--- src/rtl/ddr3_req_frontend.sv ---
// Request FIFO and open-row tracker sitting in front of the DDR3 command FSM.
// Each queued request is pre-split into bank/row/column; hit/miss flags compare the head with the row table.
module ddr3_req_frontend #(
    parameter int DEPTH      = 4,
    parameter int ADDR_MCTRL = 32,
    parameter int BA_BITS    = 3,
    parameter int ROW_BITS   = 13,
    parameter int COL_BITS   = 13,
    parameter int DQ_BITS    = 8,
    parameter int BURST_L    = 8
) (
    input  logic                         clk,
    input  logic                         rst_n,
    input  logic                         cpu_valid,
    output logic                         cpu_ready,
    input  logic                         cpu_wr,
    input  logic [ADDR_MCTRL-1:0]        cpu_addr,
    input  logic [DQ_BITS*BURST_L-1:0]   cpu_wdata,
    output logic                         req_valid,
    input  logic                         req_ready,
    output logic                         req_wr,
    output logic [BA_BITS-1:0]           req_bank,
    output logic [ROW_BITS-1:0]          req_row,
    output logic [COL_BITS-1:0]          req_col,
    output logic [DQ_BITS*BURST_L-1:0]   req_wdata,
    output logic                         req_page_hit,
    output logic                         req_page_miss,
    input  logic                         act_i,
    input  logic [BA_BITS-1:0]           act_bank,
    input  logic [ROW_BITS-1:0]          act_row,
    input  logic                         pre_i,
    input  logic [BA_BITS-1:0]           pre_bank,
    input  logic                         pre_all_i,
    output logic [$clog2(DEPTH):0]       fifo_count
);

    localparam int WD        = DQ_BITS * BURST_L;
    localparam int PW        = $clog2(DEPTH);
    localparam int CW        = PW + 1;
    localparam int NB        = 1 << BA_BITS;
    localparam int ROW_LO    = COL_BITS + BA_BITS;
    localparam int ADDR_USED = ROW_LO + ROW_BITS;
    localparam logic [COL_BITS-1:0] COL_MASK = ~COL_BITS'(BURST_L - 1);

    logic                mem_wr_q   [DEPTH];
    logic [BA_BITS-1:0]  mem_bank_q [DEPTH];
    logic [ROW_BITS-1:0] mem_row_q  [DEPTH];
    logic [COL_BITS-1:0] mem_col_q  [DEPTH];
    logic [WD-1:0]       mem_data_q [DEPTH];

    logic [PW-1:0]       wr_ptr_q, wr_ptr_d;
    logic [PW-1:0]       rd_ptr_q, rd_ptr_d;
    logic [CW-1:0]       count_q, count_d;
    logic [NB-1:0]       open_q, open_d;
    logic [ROW_BITS-1:0] row_tbl_q [NB];

    logic push, pop;
    logic [BA_BITS-1:0]  push_bank;
    logic [ROW_BITS-1:0] push_row;
    logic [COL_BITS-1:0] push_col;

    if (ADDR_MCTRL > ADDR_USED) begin : g_unused_addr
        logic unused_addr_hi;
        assign unused_addr_hi = ^cpu_addr[ADDR_MCTRL-1:ADDR_USED];
    end

    assign cpu_ready  = (count_q != CW'(DEPTH));
    assign req_valid  = (count_q != '0);
    assign fifo_count = count_q;
    assign push       = cpu_valid && cpu_ready;
    assign pop        = req_valid && req_ready;

    // Column is burst aligned by dropping the beat-select bits.
    assign push_col  = cpu_addr[COL_BITS-1:0] & COL_MASK;
    assign push_bank = cpu_addr[ROW_LO-1:COL_BITS];
    assign push_row  = cpu_addr[ADDR_USED-1:ROW_LO];

    always_comb begin
        wr_ptr_d = wr_ptr_q;
        rd_ptr_d = rd_ptr_q;
        count_d  = count_q;
        if (push) wr_ptr_d = wr_ptr_q + PW'(1);
        if (pop)  rd_ptr_d = rd_ptr_q + PW'(1);
        if (push && !pop)      count_d = count_q + CW'(1);
        else if (!push && pop) count_d = count_q - CW'(1);
    end

    // ACT is applied last so a same-cycle PRE/PRE-all plus ACT leaves the bank open.
    always_comb begin
        open_d = open_q;
        if (pre_all_i) open_d = '0;
        if (pre_i)     open_d[pre_bank] = 1'b0;
        if (act_i)     open_d[act_bank] = 1'b1;
    end

    always_ff @(posedge clk) begin
        if (!rst_n) begin
            wr_ptr_q <= '0;
            rd_ptr_q <= '0;
            count_q  <= '0;
            open_q   <= '0;
        end else begin
            wr_ptr_q <= wr_ptr_d;
            rd_ptr_q <= rd_ptr_d;
            count_q  <= count_d;
            open_q   <= open_d;
        end
    end

    always_ff @(posedge clk) begin
        if (push) begin
            mem_wr_q[wr_ptr_q]   <= cpu_wr;
            mem_bank_q[wr_ptr_q] <= push_bank;
            mem_row_q[wr_ptr_q]  <= push_row;
            mem_col_q[wr_ptr_q]  <= push_col;
            mem_data_q[wr_ptr_q] <= cpu_wdata;
        end
        if (act_i) row_tbl_q[act_bank] <= act_row;
    end

    assign req_wr    = mem_wr_q[rd_ptr_q];
    assign req_bank  = mem_bank_q[rd_ptr_q];
    assign req_row   = mem_row_q[rd_ptr_q];
    assign req_col   = mem_col_q[rd_ptr_q];
    assign req_wdata = mem_data_q[rd_ptr_q];

    assign req_page_hit  = req_valid && open_q[req_bank] && (row_tbl_q[req_bank] == req_row);
    assign req_page_miss = req_valid && open_q[req_bank] && (row_tbl_q[req_bank] != req_row);

endmodule

--- config.mk ---
export PLATFORM = sky130hd
export DESIGN_NAME = ddr3_req_frontend
export DESIGN_NICKNAME = d
export VERILOG_FILES = /design/src/rtl/ddr3_req_frontend.sv
export SDC_FILE = /design/constraint.sdc
export NUM_CORES = 1
export LEC_CHECK = 0
export CORE_ASPECT_RATIO = 1.75
export CORE_MARGIN = 10
export CORE_UTILIZATION = 55
export DETAILED_ROUTE_END_ITERATION = 16
export PLACE_DENSITY = 0.76
export SLEW_MARGIN = 0
export SYNTH_ARGS = -nofsm -noshare
export SYNTH_HDL_FRONTEND = slang
export SYNTH_SLANG_ARGS = --single-unit
--- constraint.sdc ---
create_clock -name clk -period 4.35 [get_ports clk]
set_input_delay 0.87 -clock clk [delete_from_list [all_inputs] [get_ports clk]]
set_output_delay 0.87 -clock clk [all_outputs]
set_load 0.02 [all_outputs]
# [After elaboration in Yosys (flattened, before gate mapping)]
# Memory sizes are Yosys's and may differ from the RTL's. A register that Yosys moved wholly into a read port is not among the register bits.
# Index checks and enable logic that the tools add are counted.
[totals] ram_bits=468 romBits=0 n_memories=6 register_bits=15 latchBits=0 output_inout_bits=101 elab_cells=63
[mem_list] name="mem_data_q" depth=4 width=64 read_ports=1 rd_clocked_by_memory_dff=1 wr=1 line="49" source="logic [WD-1:0] mem_data_q [DEPTH];"
[mem_list] name="row_tbl_q" depth=8 width=13 read_ports=1 rd_clocked_by_memory_dff=0 wr=1 line="55" source="logic [ROW_BITS-1:0] row_tbl_q [NB];"
[mem_list] name="mem_row_q" depth=4 width=13 read_ports=1 rd_clocked_by_memory_dff=1 wr=1 line="47" source="logic [ROW_BITS-1:0] mem_row_q [DEPTH];"
[mem_list] name="mem_col_q" depth=4 width=10 read_ports=1 rd_clocked_by_memory_dff=1 wr=1 line="48" source="logic [COL_BITS-1:0] mem_col_q [DEPTH];"
[mem_list] name="mem_bank_q" depth=4 width=3 read_ports=1 rd_clocked_by_memory_dff=1 wr=1 line="46" source="logic [BA_BITS-1:0] mem_bank_q [DEPTH];"
[mem_list] name="mem_wr_q" depth=4 width=1 read_ports=1 rd_clocked_by_memory_dff=1 wr=1 line="45" source="logic mem_wr_q [DEPTH];"
[op_classes] addsub=4 mux=25 n_bitwise=3 order_cmp=5 div=0 multipliers=0 shifts=0 n_reduce_logical=13 eq_ne=3
[op_table] cell="2-to-1 mux 8 bit" count=3
[op_table] cell="2-to-1 mux 2 bit" count=10
[op_table] cell="equality test 13 bit" count=1
[op_table] cell="!= test 13 bit" count=1
[op_table] cell="< comparator 3 x 4 -> 1 bit (second input constant)" count=3
[op_table] cell="logical AND 1 bit" count=9
[op_table] cell="bitwise AND 8 bit" count=1
[op_table] cell="NOT 8 bit" count=1
[op_table] cell="OR 8 bit" count=1
[op_table] cell="2-to-1 mux 1 bit" count=7
[op_table] cell="demux 1 bit (select 3 bit)" count=2
[op_table] cell="greater-or-equal comparator 3 x 1 -> 1 bit (second input constant)" count=2
[op_table] cell="2-to-1 mux 3 bit" count=2
[op_table] cell="adder 2 x 1 -> 2 bit (second input constant)" count=2
[op_table] cell="adder 3 x 1 -> 3 bit (second input constant)" count=1
[op_table] cell="binary-select mux 1 bit (select 3 bit)" count=1
[op_table] cell="!= test 3 bit (second input constant)" count=1
[op_table] cell="nonzero test 3 bit" count=1
[op_table] cell="subtractor 3 x 1 -> 3 bit (second input constant)" count=1
[op_table] cell="zero test 1 bit" count=2
[op_table] cell="nonzero test 2 bit" count=1

# [Longest topological paths before layout]
# Gate-level depths: netlist of the first run.
[depth] ltp_word=9 ltp_mapped=11 ltp_nobuf=9

# [Least setup slack after synthesis of the first run]
# No wires, ideal clock.
[synth_path] kind="input to register" startpoint="in cpu_valid" endpoint="mem mem_bank_q[0][0] (enable)" arrival_ns=3.021 required_time_ns=3.889 path_stages=1 setup_time_ns=0.461 path_slack_ns=0.869 path_cell_list="and3_1"
[synth_between] elab_chain_len=3
[synth_rtl] element="start: declaration" line="14" source="input logic cpu_valid,"
[synth_rtl] element="logical AND 1 bit" line="70" source="assign push = cpu_valid && cpu_ready;"
[synth_rtl] element="2-to-1 mux 1 bit" line="111" source="if (push) begin"
[synth_rtl] element="2-to-1 mux 1 bit (implied by the code)" line="113" source="mem_bank_q[wr_ptr_q] <= push_bank;"
[synth_rtl] element="end: declaration" line="46"
# Every way passes these cells.

==> flow_summary_export.csv, run 1 <==
group,metric,value,unit
outcome,status,"finished clean",
floorplan,die_x,158,microns
clock_network,htreeDepth,2,
sta,setup_viol,0,
setup_path,worstPathCellList,"mux4_2 -> buf_4 -> and2b_2 -> a22oi_1 -> and3_1 -> o22ai_1 -> nor4_2 -> buf_4 -> a31oi_1 -> dlygate4sd2_1",
sta,clock_skew,0.0177,ns
clock_network,cts_root_buf,"clkbuf_16",
sta,fin_tns_setup,0,ns
synth,synth_cells,815,
setup_path,reg2reg_slack,1.97,ns
detailed_routing,remaining_drc_errors,0,
setup_path,slowest_delay,0.55,ns
clock_network,cts_hold_buf,0,
setup_path,startpoint_type,"flip-flop",
clock_network,clkLatencyLatePin,0.55,ns
setup_path,reg2regPathDepth,8,
clock_network,worst_setup_hold_path_clk_slew,0.06,ns
floorplan,row_count,88,
sta,worstMarginPinSlew,1.05,ns
setup_path,crit_slowest_cell,"mux4_2",
final_layout,final_common_cell,"edfxtp_1",
sta,period_share,0.961,
sta,drv_slew,0,
setup_path,critPathMostFrequentCell,"buf_4",
global_route,grt_pass1_vias,9323,
min_path,hold_path_startpoint,"fifo_count[2]",
sta,period_minus_slack,4.18,ns
floorplan,initial_core_util,0.555,
setup_path,crit_buf_inv,3,
global_route,track_usage,0.183,
placed_design,dp_hpwl,23700,microns
synth,synth_warnings,0,
setup_path,cp-end-kind,"output pin",
detailed_routing,ant_nets,0,
pwr,powerDensity,584,nW/um^2
pwr,pwr-share-clk,0.264,
placed_design,port_buffers,214,
final_layout,fin_nets,1187,
global_route,grt_overflow,0,
clock_network,cts_setup_buffers,0,
detailed_routing,drt-pass1-iter-count,6,
sta,slew_headroom,0.303,
final_layout,synthToLayoutAreaGrowth,21.6,%
placed_design,gp_congestion,0.794,
floorplan,dieArea,41200,sq um
clock_network,cts_tree,"built",
synth,synth_cell_type_count,47,
detailed_routing,vias,8696,
pwr,p_sw,0.00371,W
detailed_routing,wl_per_cell,24.8,microns
final_layout,mostFrequentLayoutCells,"edfxtp_1 (468), clkdlybuf4s50_1 (212), mux4_2 (85)",
global_route,antenna_found_initial,6,
clock_network,clock_sinks,485,
pwr,comb_power_share,0.297,
floorplan,ios,224,
sta,max_freq,239,MHz
min_path,hold_path_end,"fifo_count[2]",
sta,rsz0062_at_grt,"no",
setup_path,critPathRequiredTime,3.48,ns
pwr,switching_share,0.286,
floorplan,core,32900,sq um
global_route,grt_pass1_wl,56600,microns
final_layout,final_util,0.675,
final_layout,stdcell_area,22200,sq um
setup_path,worst_r2r_startpoint,"fifo_count[1]",
setup_path,timing.rr.end,"fifo_count[2]",
pwr,power_frac_seq,0.439,
setup_path,cp_max_fo,9,
final_layout,layout-drive-gt1-share,0.166,
min_path,hold_path.class,"flip-flop to flip-flop",
synth,synth_area,18300,sq um
pwr,cellLeakagePower,7.20,nW
clock_network,clockBufferDepth,3,
min_path,hold_depth,2,
global_route,grt_max_degree,72,
clock_network,numCtsBuffers,42,
setup_path,critPathArrivalTime,3.31,ns
detailed_routing,drt_iter0_markers,490,
setup_path,crit_type,"flip-flop to output pin",
synth,synth_seq_area_share,0.787,
pwr,p_int,0.00928,W
job,drv_cap,0,
pwr,ir_drop,455,uV
synth,avgSynthCellArea,22.4,sq um
sta,hold_viol_final,0,
setup_path,critical-path-top-delay-family,"simple AND/OR/NAND/NOR gates",
detailed_routing,viasPerCell,5.81,
synth,ys_seq_elements,485,
placed_design,place_area,21000,sq um
detailed_routing,wl,37100,microns
floorplan,die_h,261,microns
[kinds of logic (layout without fill, tap and decap cells)]
logic type	after synthesis	after routing	synth area share
other	1	6	0.000205
XOR/XNOR	14	14	0.00671
adder cells (fa/ha/maj)	6	6	0.00452
flip-flops	485	485	0.787
buffers and inverters	45	317	0.0155
multiplexers	147	147	0.146
AND/OR/NAND/NOR	66	66	0.0207
AO/OA/AOI/OAI	51	51	0.0192
[routing by layer]
| layer | global-route usage | vias up | wire (microns) |
|---|---|---|---|
| met2 | 0.317 | 275 | 19700 |
| met4 | 0.0644 | 8 | 1120 |
| met5 | 0 | - | 50 |
| li1 | - | 3884 | - |
| met3 | 0.0723 | 82 | 3390 |
| met1 | 0.200 | 4447 | 12900 |
[Yosys cell counts (all sizes together)]
cell type	instances	share of area
a21boi	1	0.00041
a21oi	6	0.0016
a22oi	12	0.0049
a311oi	4	0.0019
a31oi	1	0.00034
a41oi	2	0.00096
and2	8	0.0029
and2b	1	0.00041
and3	8	0.0027
and3b	1	0.00048
and4	1	0.00048
buf	22	0.011
clkbuf	14	0.0029
conb	1	0.00021
dfxtp	17	0.019
edfxtp	468	0.77
fa	1	0.0011
ha	5	0.0034
inv	9	0.0018
mux2	1	0.00062
mux2i	53	0.029
mux4	93	0.12
nand2	8	0.0016
nand2b	7	0.0024
nand3	1	0.00027
nand4	1	0.00034
nor2	17	0.0038
nor2b	4	0.0014
nor3	3	0.0011
nor4	2	0.0014
o21a	8	0.0033
o21ai	1	0.00027
o22ai	16	0.0055
or2	1	0.00034
or2b	1	0.00041
or3	2	0.00068
xnor2	13	0.0062
xor2	1	0.00048
[power groups by stage]
| stage | clock [W] | combinational, W | sequential (W) |
|---|---|---|---|
| after floorplan | 0 | 0.00241 | 0.00580 |
| after global placement | 0 | 0.00387 | 0.00577 |
| after detailed placement | 0 | 0.00388 | 0.00580 |
| after CTS | 0.00351 | 0.00393 | 0.00571 |
| after global routing | 0.00366 | 0.00410 | 0.00574 |
| final | 0.00343 | 0.00385 | 0.00570 |
[final cells by class]
class                      instances  area [sq um]
inverter                           9          33.8
sequential                       485         14400
multi-input combinational        287          3670
tap                              405           507
timing repair buffer             233          2340
clock buffer                      55          1120
clock inverter                    20           141
fill                            2088         10700
antenna                            3          7.51
[registers in the layout, indices dropped and copies added (netlist names), named ones only]
| register | count |
|---|---|
| mem_col_q | 40 |
| mem_wr_q | 4 |
| open_q | 8 |
| fifo_count | 3 |
| wr_ptr_q | 2 |
| rd_ptr_q | 2 |
| mem_row_q | 52 |
| mem_data_q | 256 |
| mem_bank_q | 12 |
| row_tbl_q | 104 |
[worst min-delay path, stage by stage (launching register included)]
cell and delay [ns]:
dfxtp_1 0.34, o21ai_0 0.08, a21boi_0 0.07
[how the worst max path moves through the flow]
| stage | start | end | slack (ns) | cells after the start |
|---|---|---|---|---|
| 2_1_floorplan | cpu_valid | mem_bank_q[0][0] | 0.87 | 1 |
| 3_3_place_gp | flip-flop | req_page_hit | 0.33 | 9 |
| 3_5_place_dp | flip-flop | req_page_hit | 0.34 | 9 |
| 4_1_cts | flip-flop | req_page_hit | 0.06 | 10 |
| 5_1_grt | flip-flop | req_page_miss | 0.01 | 10 |
| 6_report | flip-flop | req_page_miss | 0.17 | 10 |
[stage by stage]
step           setup WS (ns)  std cells  total power [W]  hold WS, ns
2_1_floorplan          0.869        817          0.00821        0.550
3_3_place_gp           0.328       1419          0.00965        0.513
3_5_place_dp           0.340       1419          0.00968        0.535
4_1_cts               0.0585       1494           0.0131        0.541
5_1_grt               0.0121       1495           0.0135        0.580
6_report               0.171       1497           0.0130        0.534
[timing repair]
item / in CTS / in global routing
resized for setup: 5 / 3
pin swaps: 0 / 0
setup endpoints to repair: 2 / 27
cloned: 0 / 0
Power figures use the tool's default switching activity.
==> run 2: changes to the inputs <==
Settings changed: CORE_UTILIZATION 55 to 32, PLACE_DENSITY 0.76 to 0.48.
==> run 2 against run 1 <==
Sequential power hardly changed. Count of clock-buffer cells in the layout is 6 higher. Critical path depth is 1 lower. Critical path type unchanged.
==> flow_summary_export.csv, run 2 (same netlist as run 1, synthesis figures left out) <==
group,metric,value,unit
outcome,status,"finished clean",
final_layout,final_common_cell,"edfxtp_1",
sta,hold_viol_final,0,
sta,period_share,0.976,
sta,max_freq,235,MHz
global_route,grtUsageMet3,0.0491,
pwr,p_total,0.0137,W
final_layout,top_register,"mem_data_q",
clock_network,htreeDepth,2,
global_route,track_usage,0.128,
global_route,grt_pass1_wl,64800,microns
final_layout,largest_register_ffs,256,
placed_design,place_area,21500,sq um
clock_network,cts_tree,"built",
final_layout,layout-drive-gt1-share,0.189,
setup_path,cp_max_fo,6,
sta,clock_skew,0.0119,ns
placed_design,port_buffers,214,
sta,setup_viol,0,
final_layout,multi_input_area,3720,sq um
pwr,pwr-share-clk,0.285,
setup_path,critPathRequiredTime,3.48,ns
sta,worstMarginPinSlew,0.976,ns
sta,holdWs,0.547,ns
global_route,grt_max_degree,58,
detailed_routing,drt-pass1-iter-count,5,
detailed_routing,vias,8777,
floorplan,die_x,201,microns
global_route,use_met2,0.221,
sta,rsz0062_at_grt,"yes",
clock_network,clockBufferDepth,3,
floorplan,row_count,115,
final_layout,largestRegisters,"mem_data_q: 256 flops, row_tbl_q: 104 flops, mem_row_q: 52 flops",
detailed_routing,wl_per_cell,23.1,microns
sta,setup_ws,0.104,ns
detailed_routing,viasPerCell,4.67,
pwr,ir_drop,369,uV
job,drv_cap,0,
placed_design,gp_congestion,0.747,
setup_path,critPathArrivalTime,3.38,ns
detailed_routing,drt_iter0_markers,426,
global_route,met1_usage,0.144,
detailed_routing,wl,43500,microns
final_layout,fillCellCount,5093,
final_layout,fin_nets,1214,
setup_path,crit_type,"flip-flop to output pin",
clock_network,cts_hold_buf,0,
floorplan,core,56400,sq um
placed_design,place_ws,0.0120,ns
final_layout,stdcell_area,23100,sq um
global_route,antenna_found_initial,7,
placed_design,dp_hpwl,28200,microns
sta,drv_slew,0,
clock_network,clock_sinks,485,
final_layout,mostFrequentLayoutCells,"edfxtp_1 (468), clkdlybuf4s50_1 (212), mux4_2 (86)",
pwr,p_sw,0.00398,W
clock_network,worst_setup_hold_path_clk_slew,0.06,ns
setup_path,cp-end-kind,"output pin",
final_layout,seq_area,14400,sq um
min_path,hold_path.class,"flip-flop to flip-flop",
sta,period_minus_slack,4.25,ns
floorplan,initial_core_util,0.324,
global_route,grt_overflow,0,
clock_network,clkLatencyLatePin,0.56,ns
pwr,powerDensity,594,nW/um^2
pwr,switching_share,0.290,
floorplan,die_h,336,microns
floorplan,ios,224,
final_layout,diodes,0,
setup_path,startpoint_type,"flip-flop",
detailed_routing,ant_nets,0,
pwr,p_int,0.00975,W
pwr,cellLeakagePower,7.43,nW
clock_network,cts_root_buf,"clkbuf_16",
clock_network,numCtsBuffers,46,
detailed_routing,remaining_drc_errors,0,
floorplan,dieArea,67500,sq um
pwr,comb_power_share,0.299,
global_route,busiest_layer,"met2",
sta,slew_headroom,0.347,
pwr,power_frac_seq,0.415,
final_layout,synthToLayoutAreaGrowth,26.6,%
global_route,grt_pass1_vias,9701,
## run 2: changes by cell type in the layout (fill, tap and decap cells not counted), moves of 3 or more
| cell | change |
|---|---|
| buf_12 | +3 |
| nor2_1 | +6 |
| clkinv_4 | +3 |
| buf_4 | +15 |
| nor2_2 | -6 |
| clkbuf_16 | +6 |
| diode_2 | -3 |
## run 2: worst max-delay path: stages (launching register included)
cell and delay (ns):
dfxtp_4 0.42, mux4_4 0.78, mux2i_1 0.17, a22oi_1 0.23, and3_1 0.20, o22ai_1 0.12
nor4_2 0.35, buf_4 0.19, a31oi_1 0.08, clkdlybuf4s15_2 0.26
## run 2: final cells by class
type                       instances  share of cell area
sequential                       485               0.622
clock inverter                    23             0.00849
tap                              760              0.0411
inverter                           9             0.00146
timing repair buffer             254               0.111
clock buffer                      61              0.0549
multi-input combinational        289               0.161
## run 2: worst paths after layout
kind,from,end,slack (ns),depth (start not counted)
worst min register to register,fifo_count[2],fifo_count[2],0.55,2
worst min-delay path,fifo_count[2],fifo_count[2],0.55,2
worst max register to register,fifo_count[2],fifo_count[2],1.96,8
worst max-delay path,flip-flop,req_page_miss,0.10,9
## run 2: per-stage QoR
step                utilization  std cells  setup TNS (ns)
floorplan                     -        817               0
global placement          0.381       1787               0
detailed placement        0.381       1787               0
CTS                       0.410       1881               0
global route              0.410       1881         -0.0593
finish                    0.410       1881               0
## run 2: what timing repair did
| item | CTS | global route |
|---|---|---|
| setup endpoints to repair | 30 | 30 |
| cloned | 2 | 0 |
| pin swaps | 2 | 1 |
| buffers inserted | 8 | 0 |
| gates resized for setup | 16 | 6 |
## run 2: power groups by stage
stage	Combinational [W]	Sequential, W	Clock, W
6_report	0.00411	0.00570	0.00392
2_1_floorplan	0.00241	0.00580	0
3_5_place_dp	0.00410	0.00580	0
3_3_place_gp	0.00410	0.00578	0
5_1_grt	0.00442	0.00574	0.00423
4_1_cts	0.00423	0.00571	0.00406
## run 2: layer usage
metal / routed length (microns) / part of all wire / vias up
met5: 89 / 0.0020 / -
met4: 1020 / 0.023 / 14
met3: 3450 / 0.079 / 72
met2: 22000 / 0.51 / 234
met1: 16900 / 0.39 / 4516
li1: - / - / 3941
==> patch 1 (settings of run 2) <==
Reset style: asynchronous (`rst_n`), changed in one clocked block.
--- a/src/rtl/ddr3_req_frontend.sv
+++ b/src/rtl/ddr3_req_frontend.sv
@@ -95,3 +95,3 @@
 
-    always_ff @(posedge clk) begin
+    always_ff @(posedge clk or negedge rst_n) begin
         if (!rst_n) begin
Behaviour: differs if rst_n is asserted again (counterexample within 4 cycles, from zero or initial values and one cycle with rst_n low); with rst_n held inactive, the same outputs for 4 cycles.
==> patch 1 against run 2 <==
- the flow now finishes with violations (setup timing)
- first-iteration DRC count fell by 4.2%
- sequential power rose by 7.2%
- critical path depth rose by 2
- wire length rose by 1.9%
- global-route usage rose by 0.43 points
- core utilization barely moved
- final area fell by 0.45%
- area after synthesis fell by 0.93%
- sequential cell count fell by 2
- worst setup slack got worse by 0.13 ns
- total power rose by 18%
==> patch 1: results (changes against run 2) <==
[synth]
synth-adder-area-share_pct=0.456  ; +0.0042 points
async_reset_ff_share_pct=3.11  ; +3.1 points
ys_top_cells_by_area=edfxtp_1, mux4_2, mux2i_1, dfrtp_1, xor2_1
yosys-mux-area-fraction_pct=14.6  ; -0.022 points
synth-compound-area-share_pct=1.73  ; -0.19 points
synthTopCellsByCount=edfxtp_1, mux4_2, mux2i_1
seq_area_frac_synth_pct=79.7  ; +0.93 points
synth_cell_types=39  ; -17%
avgSynthCellArea_um2=22.8  ; +1.7%

[worst_setup_path]
r2r_start=fifo_count[0]
rrSetupSlack_ns=2.10  ; +0.14 ns
r2r-end=fifo_count[2]
cp_max_fo=7  ; +1
slowest_stage=mux4_4
critPathArrivalTime_ns=3.51  ; +0.13 ns
cp-endpoint=req_page_hit

[clock_tree]
numCtsBuffers=45  ; -2.2%
post_cts_resized=27  ; +11
post-cts-setup-buffers=10  ; +2

[timing]
finClkSkew_ns=0.0113  ; -0.000584 ns
setup_slack_ns=-0.0276  ; -0.131 ns
setup_violations=1  ; +1
tns_ns=-0.0276  ; -0.0276 ns
hold_slack_ns=0.505  ; -0.0423 ns

[route]
wl_met1_um=15800  ; -6.7%
routed_wl_um=44300  ; +1.9%
first_iter_violations=408  ; -4.2%
via_count=8771  ; -0.068%
wl_met2_um=23900  ; +8.4%

[worst_hold_path]
holdPathStages=1  ; -1
hold_path.startpoint=fifo_count[2]
worstHoldEndpoint=fifo_count[2]

[cells_and_area]
finalNonFillerCells=1807  ; -3.9%
nets=1197  ; -1.4%
drive_above_1_share_pct=20.2  ; +1.3 points

[global_route]
grt_usage_pct=13.3  ; +0.43 points
grt_use_met1_pct=14.0  ; -0.34 points
use_met3_pct=4.92  ; about the same
grt_max_degree=92  ; +59%
grt_pass1_vias=9647  ; -0.56%

[placement]
gp_congestion=0.758  ; +1.6%
dpl_worst_slack_ns=0.0877  ; +0.0757 ns
dp_hpwl_um=27200  ; -3.6%
placed_area_mm2=0.0213  ; -0.98%

[status]
failed_checks=setup timing
run_status=complete, but fails checks

[power]
max-vdd-ir-drop_v=0.000489  ; +32%
p_leak_uw=0.00756  ; +1.7%

-- patch 1: changes by cell type after synthesis, moves of 6 or more --
| cell | delta |
|---|---|
| mux4_1 | -8 |
| xor2_1 | +10 |
| dfxtp_1 | -17 |
| mux4_2 | +8 |
| o21a_1 | -8 |
| dfrtp_1 | +15 |
| xnor2_1 | -9 |
| clkbuf_1 | -6 |
-- patch 1: cell type report --
type                       instances  area [um2]
sequential                       483       14400
tap                              702         878
multi-input combinational        277        3650
clock inverter                    28         208
fill                            4967       33100
clock buffer                      54        1180
timing repair buffer             257        2660
antenna                            2        5.00
inverter                           4        15.0
-- patch 1: worst reg2reg max path: stages (launching register included) --
cell and delay [ns]:
dfrtp_1 0.45, or3_1 0.50, nand2_1 0.17, ha_1 0.19, inv_1 0.06, fa_1 0.37
xor2_1 0.15, nor2_1 0.13, xor2_1 0.15
-- patch 1: report_power, final --
group	switching, uW	total, uW	internal (uW)
Sequential	177	6110	5930
Combinational	3370	6300	2930
Clock	1650	3760	2110
Total	5190	16200	11000
==> patch 2 (config.mk and constraints of run 2) <==
Made on the original files. Set the parameter `ROW_BITS` to 15 (it was 13).
--- a/src/rtl/ddr3_req_frontend.sv
+++ b/src/rtl/ddr3_req_frontend.sv
@@ -6,3 +6,3 @@
     parameter int BA_BITS    = 3,
-    parameter int ROW_BITS   = 13,
+    parameter int ROW_BITS   = 15,
     parameter int COL_BITS   = 13,
Ports: changed (resized act_row and req_row); port bits go from 224 to 228. The function was not compared with the original's and may differ.
==> patch 2 against run 2 <==
- core utilization fell by 0.15 points
- sequential cell count rose by 24
- first-iteration DRC count fell by 22%
- wire length rose by 4.0%
- final area rose by 4.6%
- area after synthesis rose by 4.7%
- count of clock-buffer cells in the layout rose by 1
- sequential share of layout area rose by 0.25 points
- total power rose by 4.9%
- global-route usage barely moved
- maximum frequency rose by 1.7%
- combinational power rose by 5%
- critical endpoint is now req_page_hit
- non-clock buffer count rose by 14
- worst setup slack improved by 0.073 ns
==> patch 2: results (changes against run 2) <==
[route]
maxUsedRoutingLayer=met5
wl_met2_um=23300  ; +5.8%
wl_per_cell_um=23.1  ; -0.21%
met3WireLength_um=3550  ; +2.8%
viasPerCell=4.74  ; +1.6%
drtPass1Iterations=4  ; -1
first_iter_violations=333  ; -22%
wl_met1_um=17100  ; +1.0%

[synth]
yosys_warnings=0  ; unchanged
async_reset_ff_share_pct=0  ; unchanged
seq_area_frac_synth_pct=78.9  ; +0.21 points
synth_ff_type=edfxtp_1
ys_top_cells_by_area=edfxtp_1, mux4_2, mux2i_1, dfxtp_1, o22ai_1
synth_cell_types=45  ; -4.3%
synthTopCellsByCount=edfxtp_1, mux4_2, mux2i_1
synth_edf_count=492  ; +5.1%

[cells_and_area]
nets=1274  ; +4.9%
fillCellCount=5286  ; +3.8%
drive_above_1_share_pct=20.1  ; +1.2 points
reg_top3=mem_data_q x256, row_tbl_q x120, mem_row_q x60

[power]
max-vdd-ir-drop_v=0.000328  ; -11%
p_leak_uw=0.00775  ; +4.3%
sw_frac_of_total_pct=28.9  ; -0.088 points

[clock_tree]
cts_root_buf=clkbuf_16
clk_path_buf_depth=3  ; unchanged
clk-insertion-delay-late_ns=0.57
cts_max_level=2  ; unchanged
numCtsBuffers=49  ; +6.5%
clk_pin_slew_worst_paths_ns=0.06  ; about the same

[global_route]
grt_pass1_wl_um=67200  ; +3.7%
grt_max_degree=57  ; -1.7%
antenna_found_initial=4  ; -3
grt_usage_pct=12.8  ; +0.019 points
grt_pass1_vias=10144  ; +4.6%

[timing]
finClkSkew_ns=0.0137  ; +0.00181 ns
tightest_slew_ns=0.972  ; -0.00404 ns

[worst_setup_path]
cp_max_fo=17  ; +11
cp_slowest_stage_delay_ns=0.66  ; -0.12 ns
rrSetupSlack_ns=1.97
slowest_stage=mux4_4

[worst_hold_path]
hold_path_class=reg2reg

[status]
run_status=complete, no violations

[placement]
dp_hpwl_um=30000  ; +6.5%
gp_congestion=0.732  ; -1.9%
numPortBuffers=220  ; +2.8%
placed_area_mm2=0.0225  ; +4.9%

-- patch 2: worst paths after layout --
path | from | endpoint | cells after the start
setup / recovery | flip-flop | req_page_hit | 10
setup reg to reg | fifo_count[2] | fifo_count[2] | 8
hold / removal | fifo_count[2] | fifo_count[2] | 2
hold reg to reg | fifo_count[2] | fifo_count[2] | 2
-- patch 2: area by class of cell --
cell class,instances,area share [%]
Multi-Input combinational cell,306,15.8
Timing Repair Buffer,268,11.1
Inverter,9,0.140
Clock buffer,62,5.57
Antenna cell,1,0.0103
Clock inverter,26,0.879
Tap cell,780,4.03
Sequential cell,509,62.5
-- patch 2: kinds of logic (layout without fill, tap and decap cells) --
kind of cell,Yosys count,in the layout,share of synthesized area (%)
XOR/XNOR,14,14,0.640
AND/OR/NAND/NOR,68,68,1.96
other,1,4,0.0196
adder cells (fa/ha/maj),6,6,0.431
buffers and inverters,48,365,1.40
AO/OA/AOI/OAI,58,58,2.10
flip-flops,509,509,78.9
multiplexers,157,157,14.5
-- patch 2: power by group through the flow --
stage	clock network (uW)	registers (uW)	logic, uW
detailed placement	0	6070	4340
floorplan	0	6080	2490
finish	4150	5960	4300
global placement	0	6050	4350
global route	4480	5990	4630
CTS	4310	5970	4400
-- patch 2: routing by layer --
metal | GRT usage, % | up-vias
met3 | 4.72 | 83
met2 | 22.1 | 234
li1 | - | 4142
met5 | 0 | -
met1 | 14.3 | 4826
met4 | 4.56 | 8
-- patch 2: worst register-to-register path: cells and delay by family (launching register included) --
kind / cells / cell delay (ns)
adders and majority gates: 2 / 0.57
buffers and inverters: 1 / 0.06
AOI/OAI and AO/OA: 1 / 0.17
and+or+nand+nor: 3 / 1.01
DFF: 1 / 0.34
xor gates and xnor gates: 1 / 0.15
-- patch 2: what timing repair did --
item	4_1_cts	5_1_grt
gates resized for setup	14	2
setup buffers	2	5
endpoints found under the setup margin	2	2
pin swaps	2	2
hold endpoints to repair	0	0
-- patch 2: stage by stage --
step                      setup slack, ns  TNS, ns  hold slack [ns]  utilization (%)  cells
after detailed placement           0.0547        0            0.541             38.1   1865
after floorplan                     0.821        0            0.550                -    863
after CTS                          0.0260        0            0.557             40.8   1955
final                               0.177        0            0.550             40.9   1961
after global placement             0.0456        0            0.518             38.1   1865
after global routing              -0.0323  -0.0323            0.574             40.9   1960
